**src/rtl/mem_access_unit_pkg.sv**
```systemverilog
// rtl/mem_access_unit_pkg.sv - shared types and constants for the MEM-stage load/store unit
//
// Purpose: FSM state encoding, RV32i load/store funct3 codes and the
// data_to_reg selector value that marks a load writing back memory data.
package mem_access_unit_pkg;

  typedef enum logic [1:0] {
    S_IDLE,
    S_REQ,
    S_WAIT,
    S_DONE
  } state_t;

  localparam logic [2:0] F3_B  = 3'b000;
  localparam logic [2:0] F3_H  = 3'b001;
  localparam logic [2:0] F3_W  = 3'b010;
  localparam logic [2:0] F3_BU = 3'b100;
  localparam logic [2:0] F3_HU = 3'b101;

  localparam logic [1:0] DTR_MEM = 2'b01;

endpackage

```
**src/rtl/mem_access_unit_lsu_align.sv**
```systemverilog
// rtl/mem_access_unit_lsu_align.sv - byte-lane alignment and load extension for the LSU
//
// Purpose: purely combinational lane logic for byte/half/word accesses.
// Ports:
//   i_funct3     access size/sign code (inst[14:12])
//   i_addr_lo    low two bits of the effective byte address
//   i_store      1 = store, 0 = load
//   i_wdata      store data (rs2)
//   i_rdata      raw read word from the bus
//   o_be         byte enables
//   o_wdata      lane-replicated store data
//   o_load       shifted and sign/zero-extended load result
//   o_illegal    funct3 not valid for this access direction
//   o_misaligned address not naturally aligned for the access size
module lsu_align
  import mem_access_unit_pkg::*;
(
  input  logic [2:0]  i_funct3,
  input  logic [1:0]  i_addr_lo,
  input  logic        i_store,
  input  logic [31:0] i_wdata,
  input  logic [31:0] i_rdata,
  output logic [3:0]  o_be,
  output logic [31:0] o_wdata,
  output logic [31:0] o_load,
  output logic        o_illegal,
  output logic        o_misaligned
);

  logic [31:0] w_shift;

  // Bring the addressed byte/half down to bit 0 before extension.
  assign w_shift = i_rdata >> {i_addr_lo, 3'b000};

  always_comb begin
    o_be         = 4'b0000;
    o_wdata      = i_wdata;
    o_load       = w_shift;
    o_illegal    = 1'b1;
    o_misaligned = 1'b0;
    case (i_funct3)
      F3_B, F3_BU: begin
        o_be      = 4'b0001 << i_addr_lo;
        o_wdata   = {4{i_wdata[7:0]}};
        o_load    = (i_funct3 == F3_BU) ? {24'd0, w_shift[7:0]}
                                        : {{24{w_shift[7]}}, w_shift[7:0]};
        // Unsigned variants only exist for loads.
        o_illegal = i_store && (i_funct3 == F3_BU);
      end
      F3_H, F3_HU: begin
        o_be         = 4'b0011 << {i_addr_lo[1], 1'b0};
        o_wdata      = {2{i_wdata[15:0]}};
        o_load       = (i_funct3 == F3_HU) ? {16'd0, w_shift[15:0]}
                                           : {{16{w_shift[15]}}, w_shift[15:0]};
        o_illegal    = i_store && (i_funct3 == F3_HU);
        o_misaligned = i_addr_lo[0];
      end
      F3_W: begin
        o_be         = 4'hF;
        o_illegal    = 1'b0;
        o_misaligned = |i_addr_lo;
      end
      default: ;
    endcase
  end

endmodule

```
**src/rtl/mem_access_unit.sv**
```systemverilog
// rtl/mem_access_unit.sv - MEM-stage load/store unit with single-outstanding data bus
//
// Purpose: issues one byte/half/word access per MEM instruction on a
// req/gnt/rvalid bus, stalls the pipeline until it completes, and reports
// misaligned/illegal accesses and bus timeouts.
// Ports:
//   clk, rst              clock, asynchronous active-low reset
//   inst_in               instruction in MEM (funct3 = [14:12])
//   ALU_out               effective byte address
//   data_out              store data (rs2)
//   mem_w, data_to_reg    store request / 2'b01 = load
//   pipe_ce               pipeline advance enable
//   dmem_req/we/addr/wdata/be   bus request fields
//   dmem_gnt/rvalid/rdata       bus responses
//   mem_stall             hold upstream registers
//   load_data             registered extended load result
//   access_exc, bus_err   misalign/illegal flag, timeout flag (held in DONE)
module mem_access_unit
  import mem_access_unit_pkg::*;
#(
  parameter int TIMEOUT_CYCLES = 255
) (
  input  logic        clk,
  input  logic        rst,
  input  logic [31:0] inst_in,
  input  logic [31:0] ALU_out,
  input  logic [31:0] data_out,
  input  logic        mem_w,
  input  logic [1:0]  data_to_reg,
  input  logic        pipe_ce,
  output logic        dmem_req,
  output logic        dmem_we,
  output logic [31:0] dmem_addr,
  output logic [31:0] dmem_wdata,
  output logic [3:0]  dmem_be,
  input  logic        dmem_gnt,
  input  logic        dmem_rvalid,
  input  logic [31:0] dmem_rdata,
  output logic        mem_stall,
  output logic [31:0] load_data,
  output logic        access_exc,
  output logic        bus_err
);

  localparam int              CNT_W    = $clog2(TIMEOUT_CYCLES + 1);
  localparam logic [CNT_W-1:0] CNT_LAST = CNT_W'(TIMEOUT_CYCLES - 1);

  state_t            r_state, w_next;
  logic [CNT_W-1:0]  r_cnt;
  logic [31:0]       r_load_data;
  logic              r_access_exc, r_bus_err;

  logic              w_acc, w_store, w_bad, w_bus;
  logic              w_req, w_cnt_clr, w_cnt_inc, w_capture, w_timeout;
  logic              w_set_exc, w_clr_flags;
  logic              w_illegal, w_misaligned;
  logic [3:0]        w_be;
  logic [31:0]       w_wdata, w_load;
  logic              w_unused;

  assign w_acc    = mem_w | (data_to_reg == DTR_MEM);
  assign w_store  = mem_w;
  assign w_bad    = w_illegal | w_misaligned;
  assign w_unused = ^{inst_in[31:15], inst_in[11:0]};

  lsu_align u_align (
    .i_funct3     (inst_in[14:12]),
    .i_addr_lo    (ALU_out[1:0]),
    .i_store      (w_store),
    .i_wdata      (data_out),
    .i_rdata      (dmem_rdata),
    .o_be         (w_be),
    .o_wdata      (w_wdata),
    .o_load       (w_load),
    .o_illegal    (w_illegal),
    .o_misaligned (w_misaligned)
  );

  always_ff @(posedge clk or negedge rst) begin
    if (!rst) r_state <= S_IDLE;
    else      r_state <= w_next;
  end

  always_comb begin
    w_next      = r_state;
    w_req       = 1'b0;
    w_cnt_clr   = 1'b0;
    w_cnt_inc   = 1'b0;
    w_capture   = 1'b0;
    w_timeout   = 1'b0;
    w_set_exc   = 1'b0;
    w_clr_flags = 1'b0;
    case (r_state)
      S_IDLE: begin
        if (w_acc) begin
          if (w_bad) begin
            w_set_exc = 1'b1;
            w_next    = S_DONE;
          end else begin
            w_req     = 1'b1;
            w_cnt_clr = 1'b1;
            if (dmem_gnt) w_next = w_store ? S_DONE : S_WAIT;
            else          w_next = S_REQ;
          end
        end
      end
      S_REQ: begin
        w_req     = 1'b1;
        w_cnt_inc = 1'b1;
        // A grant on the last allowed cycle still wins over the timeout.
        if (dmem_gnt) begin
          w_next = w_store ? S_DONE : S_WAIT;
        end else if (r_cnt == CNT_LAST) begin
          w_timeout = 1'b1;
          w_next    = S_DONE;
        end
      end
      S_WAIT: begin
        w_cnt_inc = 1'b1;
        if (dmem_rvalid) begin
          w_capture = 1'b1;
          w_next    = S_DONE;
        end else if (r_cnt == CNT_LAST) begin
          w_timeout = 1'b1;
          w_next    = S_DONE;
        end
      end
      S_DONE: begin
        if (pipe_ce) begin
          w_clr_flags = 1'b1;
          w_next      = S_IDLE;
        end
      end
      default: w_next = S_IDLE;
    endcase
  end

  always_ff @(posedge clk or negedge rst) begin
    if (!rst) begin
      r_cnt        <= '0;
      r_load_data  <= '0;
      r_access_exc <= 1'b0;
      r_bus_err    <= 1'b0;
    end else begin
      if (w_cnt_clr)      r_cnt <= '0;
      else if (w_cnt_inc) r_cnt <= r_cnt + 1'b1;

      if (w_capture)      r_load_data <= w_load;
      else if (w_timeout) r_load_data <= '0;

      if (w_set_exc)        r_access_exc <= 1'b1;
      else if (w_clr_flags) r_access_exc <= 1'b0;

      if (w_timeout)        r_bus_err <= 1'b1;
      else if (w_clr_flags) r_bus_err <= 1'b0;
    end
  end

  // Bus fields follow the held EXE/MEM inputs; everything is gated by rst so
  // the bus and stall drop immediately when reset asserts mid-access.
  assign w_bus      = rst & w_req;
  assign dmem_req   = w_bus;
  assign dmem_we    = w_bus & w_store;
  assign dmem_be    = w_bus ? w_be : 4'b0000;
  assign dmem_wdata = w_bus ? w_wdata : 32'd0;
  assign dmem_addr  = w_bus ? {ALU_out[31:2], 2'b00} : 32'd0;
  assign mem_stall  = rst & w_acc & (r_state != S_DONE);

  assign load_data  = r_load_data;
  assign access_exc = r_access_exc;
  assign bus_err    = r_bus_err;

endmodule

```
**config.mk**
```make
export PLATFORM = sky130hd
export DESIGN_NAME = mem_access_unit
export DESIGN_NICKNAME = d
export VERILOG_FILES = /design/src/rtl/mem_access_unit_pkg.sv /design/src/rtl/mem_access_unit_lsu_align.sv /design/src/rtl/mem_access_unit.sv
export SDC_FILE = /design/constraint.sdc
export NUM_CORES = 1
export LEC_CHECK = 0
export ABC_CLOCK_PERIOD_IN_PS = 2400
export CAP_MARGIN = 20
export CELL_PAD_IN_SITES_DETAIL_PLACEMENT = 2
export CELL_PAD_IN_SITES_GLOBAL_PLACEMENT = 2
export CORE_ASPECT_RATIO = 0.5
export CORE_MARGIN = 4
export CORE_UTILIZATION = 18
export CTS_CLUSTER_DIAMETER = 30
export DETAILED_ROUTE_END_ITERATION = 8
export GPL_TIMING_DRIVEN = 0
export HOLD_SLACK_MARGIN = 0.12
export PLACE_DENSITY_LB_ADDON = 0.1
export SETUP_SLACK_MARGIN = 0.15
export SYNTH_ARGS = -nofsm -noshare
export SYNTH_HDL_FRONTEND = slang
export SYNTH_SLANG_ARGS = --single-unit
export TNS_END_PERCENT = 1
```
**constraint.sdc**
```tcl
create_clock -name clk -period 2.4 [get_ports clk]
set_input_delay 0.48 -clock clk [delete_from_list [all_inputs] [get_ports clk]]
set_output_delay 0.48 -clock clk [all_outputs]
set_load 0.02 [all_outputs]
```
* Word level (Yosys, flattened, before mapping) *
Cells that the tools add are included.
Widths: inputs -> output; s select.

storage, ports and cells
  register bits after elaboration = 44
  input bits = 136

cells by class
  $add $sub $neg = 1
  equal/unequal tests = 12
  shifts and indexed selects = 3
  multiplexer cells = 42
  bitwise logic cells = 6
  reductions and logical operators = 13

operators with widths
  kind                 count
  $mux 32              6
  $pmux 32 s2          2
  $shr 32x5->32        1
  $mux 1               18
  $mux 8               2
  $mux 2               7
  $pmux 4 s3           1
  $add 8x1->8 const B  1
  $eq 8x8->1 const B   1
  $pmux 2 s4           1
  $reduce_bool 2->1    4
  $reduce_or 2->1      4
  $eq 3x3->1 const B   2
  $ne 2x2->1 const B   3
  $pmux 1 s2           3
  $and 1x1->1          4
  $eq 2x1->1 const B   2
  $eq 2x2->1 const B   2
  $mux 4               1
  $shl 1x2->4 const A  1
  $shl 2x2->4 const A  1
  $eq 3x1->1 const B   1
  $eq 3x2->1 const B   1
  $logic_not 3->1      1
  5 further kinds      7

* Longest topological paths before layout *
  depth in word-level cells = 9
  mapped depth = 9
  depth with buffers taken out = 6

* Hierarchy *
A second synthesis with hierarchy kept.

unflattened totals
  cells, all modules = 414
  area total of the unflattened synthesis = 3679.8 um^2

by module, submodules not included
  module           instances  cells each  area an instance (um^2)
  mem_access_unit  1          228         2367.3
  lsu_align        1          186         1312.5

* Least setup slack after synthesis *
Ideal clock, no wire load.

  path kind = input to output
  start = input inst_in[12]
  end = output dmem_wdata[10]
  data arrival time = 1.811 ns
  slack = 0.109 ns
  cell stages on the path = 7
  buffers on the path = 3
  cell sequence = buf_6 > nor4_4 > o221a_1 > buf_6 > o21ai_1 > buf_2 > a21oi_1

on the way
  cells in the longest elaborated chain, start to end = 9

ends and longest elaborated chain
  item                                           line                             source
  from (decl)                                    mem_access_unit.sv:25            input logic [31:0] inst_in,
  $eq 3x1->1, or another cell as far along       mem_access_unit_lsu_align.sv:41  case (i_funct3)
  $reduce_or 2->1, or another cell as far along  mem_access_unit_lsu_align.sv:41
  $pmux 1 s3 or $pmux 1 s2 (tied branches)       mem_access_unit_lsu_align.sv:41
  $or 1x1->1                                     mem_access_unit.sv:63            assign w_bad = w_illegal | w_misaligned;
  $mux 1                                         mem_access_unit.sv:96            if (w_bad) begin
  $mux 1                                         mem_access_unit.sv:95            if (w_acc) begin
  $pmux 1 s2                                     mem_access_unit.sv:93            case (r_state)
  $and 1x1->1                                    mem_access_unit.sv:161           assign w_bus = rst & w_req;
  $mux 32 *                                      mem_access_unit.sv:165           assign dmem_wdata = w_bus ? w_wdata : 32'd0;
  to (decl)                                      mem_access_unit.sv:34            output logic [31:0] dmem_wdata,

Mark *: on every way between the ends. The rest lies on a longest branch, timed or not.

* Final worst setup path *
  start = register r_state[0]
  end = output dmem_addr[24]

on the way
  cells in the longest elaborated chain, start to end = 4

ends and longest elaborated chain
  item                                           line                    source
  from (decl)                                    mem_access_unit.sv:48   state_t r_state, w_next;
  from (signal assigned)                         mem_access_unit.sv:81   else r_state <= w_next;
  $eq 2x1->1 or $logic_not 2->1 (tied branches)  mem_access_unit.sv:93
  $pmux 1 s2 *                                   mem_access_unit.sv:93
  $and 1x1->1 *                                  mem_access_unit.sv:161
  $mux 32 *                                      mem_access_unit.sv:166  assign dmem_addr = w_bus ? {ALU_out[31:2], 2'b00} : 32'd0;
  to (decl)                                      mem_access_unit.sv:33   output logic [31:0] dmem_addr,

Marked as above.

==> flow_metrics.tcl <==
set metrics [dict create \
    nNetsFinal 765 \
    max_clock_freq_mhz 377 \
    firstDrtPassIters 4 \
    track_usage_pct 16.5 \
    grt_pass1_wl_um 27600 \
    yosys_register_bits 44 \
    timing.final.ws_setup_ns -0.253 \
    dieArea_mm2 0.0212 \
    place_area_mm2 0.00579 \
    yosys_warnings 0 \
    hold_class "in2async" \
    gp_congestion 0.752 \
    routed_wl_um 18500 \
    wire_per_inst_um 20.9 \
    layout-drive-gt1-share_pct 26.8 \
    synthArstFlopShare_pct 100 \
    tns_ns -10.42 \
    fin_util_pct 34.0 \
    clockBufferDepth 2 \
    clk_pin_slew_worst_paths_ns 0.07 \
    die_x_um 202 \
    core_mm2 0.0184 \
    antenna_found_initial 0 \
    avgSynthCellArea_um2 8.57 \
    boundaryPins 241 \
    io_buffers 206 \
    dieHeight_um 105 \
    synthTopCellsByArea "dfrtp_1 (33%), mux2i_1 (9.8%), and3_1 (7.4%)" \
    grt_max_degree 36 \
    rsz0062_at_grt "true" \
    p_leak_nw 2.81 \
    ys_seq_area_share_pct 32.5 \
    finalSetupViolations 68 \
    netlist_area_mm2 0.00338 \
    clockRootBuffer "clkbuf_16" \
    cts_buffers 5 \
    critPathKind "reg2out" \
    grt_overflow 0 \
    drv_cap 0 \
    worstPathRequired_ns 1.92 \
    timing.final.max_slew_violations 0 \
    peakVddDrop_mv 0.331 \
    ys_types 49 \
    clock-sinks 44 \
    clock_latency_ns 0.29 \
    violations "negative setup slack" \
    vias 4002 \
    finalCriticalPeriod_ns 2.65 \
    vias_per_cell 4.53 \
    synth_top_area_cell "dfrtp_1" \
    grt_pass1_vias 4302 \
    synthCells 395 \
    cp-start-kind "flip-flop" \
    insertedDiodeCount 0 \
    synth_top_area_share_pct 32.5 \
    cp.arrival_ns 2.17 \
    ant_nets 0 \
    drc 0 \
    critPathCaptureType "primary output" \
    run_status "finished, violations left" \
    whs_ns 0.249 \
    synth-edff-count 0 \
    synthFlopType "dfrtp_1" \
    nFillCells 2026 \
    power_per_cell_area_mw_per_mm2 880 \
    relSlewSlack_pct 46.8 \
    start_util_pct 18.4 \
    path_max_fanout 7 \
    cts_tree "yes" \
    hpwl_um 14400 \
    crit_start "r_state[0]$_DFFE_PN0P_" \
    stdcell_area_mm2 0.00628 \
    drt_iter0_markers 118 \
    fin_crit_sh_pct 111 \
    h-tree-depth 2 \
    worstReg2RegStart "r_state[0]$_DFFE_PN0P_" \
    area_growth_pct 85.5 \
    tightest_slew_ns 0.795 \
    hold_viol_final 0 \
    finalClockSkew_ns 0.00476 \
    fp-row-count 35 \
]
[worst paths after layout]
| kind | to | slack (ns) | cells after the start |
|---|---|---|---|
| worst max register to register | load_data[27]$_DFFE_PN0P_ | 0.19 | 7 |
| min in group clk | bus_err$_DFFE_PN0P_ | 0.48 | 2 |
| worst min-delay path | r_cnt[0]$_DFFE_PN0P_ | 0.25 | 2 |
| worst min register to register | bus_err$_DFFE_PN0P_ | 0.48 | 2 |
| max in group asynchronous | bus_err$_DFFE_PN0P_ | 1.18 | 2 |
| worst max-delay path | dmem_addr[24] | -0.25 | 10 |
[layout by cell type (no fill, tap or decap), types with 8 or more instances in the layout]
cell             synthesis  final
nor2_1                  51     47
nand2_1                 33     32
buf_6                    7     32
dfrtp_1                 44     44
and3_1                  40     17
nand3b_1                 9      9
buf_2                   10     20
clkbuf_2                 1     10
a221o_1                  8      8
mux2i_1                 33     33
a211o_1                 15     15
nor2b_1                 11     10
buf_4                    3     23
and3_4                   0     23
a21oi_1                 31     30
clkdlybuf4s50_1          0    130
clkbuf_16                0      8
a32o_1                   8      8
clkdlybuf4s15_2          0     19
o21ai_0                  9      9
[cells by family (layout without fill, tap and decap cells)]
kind of cell / count (synthesis) / count (layout) / share of synthesized area [%]
flip-flops: 44 / 44 / 32.5
buffers and inverters: 47 / 275 / 7.50
XOR/XNOR: 5 / 5 / 1.29
AO/OA/AOI/OAI: 94 / 94 / 20.8
adder cells (fa/ha/maj): 6 / 6 / 2.22
multiplexers: 34 / 34 / 10.4
other: 1 / 2 / 0.111
AND/OR/NAND/NOR: 164 / 164 / 25.1
[per-layer routing]
| metal | global-route usage [%] | wire, um |
|---|---|---|
| met1 | 22.3 | 8810 |
| met2 | 28.0 | 8790 |
| met3 | 3.50 | 760 |
| met4 | 2.19 | 121 |
| met5 | 0 | 0 |
[stage by stage]
| step | std cells | setup WS [ns] | power, W |
|---|---|---|---|
| floorplan | 396 | 0.109 | 0.00290 |
| global placement | 861 | -2.55 | 0.00437 |
| detailed placement | 862 | -1.20 | 0.00442 |
| CTS | 876 | -0.386 | 0.00517 |
| global route | 883 | -0.326 | 0.00591 |
| finish | 883 | -0.253 | 0.00553 |
[cell usage after synthesis, types with 2 or more instances]
| master | instances |
|---|---|
| dfrtp_1 | 44 |
| a221o_1 | 8 |
| o21ai_0 | 9 |
| a22o_1 | 2 |
| a31oi_1 | 2 |
| nand3b_1 | 9 |
| and3_1 | 40 |
| a21oi_1 | 31 |
| nor2_1 | 51 |
| a222oi_1 | 2 |
| o41ai_1 | 2 |
| or2_2 | 2 |
| clkbuf_1 | 14 |
| a32o_1 | 8 |
| buf_6 | 7 |
| nand3_1 | 2 |
| nand2_1 | 33 |
| nor2b_1 | 11 |
| buf_1 | 3 |
| nand2b_1 | 2 |
| mux2i_1 | 33 |
| buf_2 | 10 |
| ha_1 | 6 |
| or3_1 | 4 |
| nand4_1 | 3 |
| buf_4 | 3 |
| o2bb2ai_1 | 7 |
| xor2_1 | 4 |
| a211o_1 | 15 |
| inv_1 | 9 |
[report_power, final]
part	internal (W)	switching (W)
clock network	0.000415	0.000309
registers	0.00106	0.000239
logic	0.00175	0.00175
total	0.00323	0.00230
[worst max-delay path: stages (launching register included)]
cell and delay (ns):
dfrtp_1 0.38, inv_2 0.08, ha_4 0.17, buf_6 0.12, o221a_1 0.12, buf_6 0.13, or2_4 0.28, buf_8 0.15
clkbuf_16 0.15, and3_4 0.17, buf_6 0.12
[what timing repair did]
action,CTS,global route
buffers inserted,4,5
hold buffers,1,0
endpoints found under the hold margin,9,0
cloned,1,3
setup endpoints to repair,101,85
gates resized for setup,286,100
pin swaps,4,13
[final cells by class]
| type | instances | area, um2 | area share [%] |
|---|---|---|---|
| Buffer | 37 | 267 | 4.25 |
| Multi-Input combinational cell | 305 | 2210 | 35.2 |
| Timing Repair Buffer | 221 | 2190 | 34.9 |
| Tap cell | 259 | 324 | 5.16 |
| Sequential cell | 44 | 1100 | 17.5 |
| Clock buffer | 6 | 139 | 2.21 |
| Clock inverter | 2 | 15.0 | 0.239 |
| Inverter | 9 | 33.8 | 0.538 |
[flip-flops by register name (all words and copies together) (netlist names)]
name and flops:
load_data 32, r_cnt 8, r_state 2, access_exc 1, bus_err 1
Power figures use the tool's default switching activity.
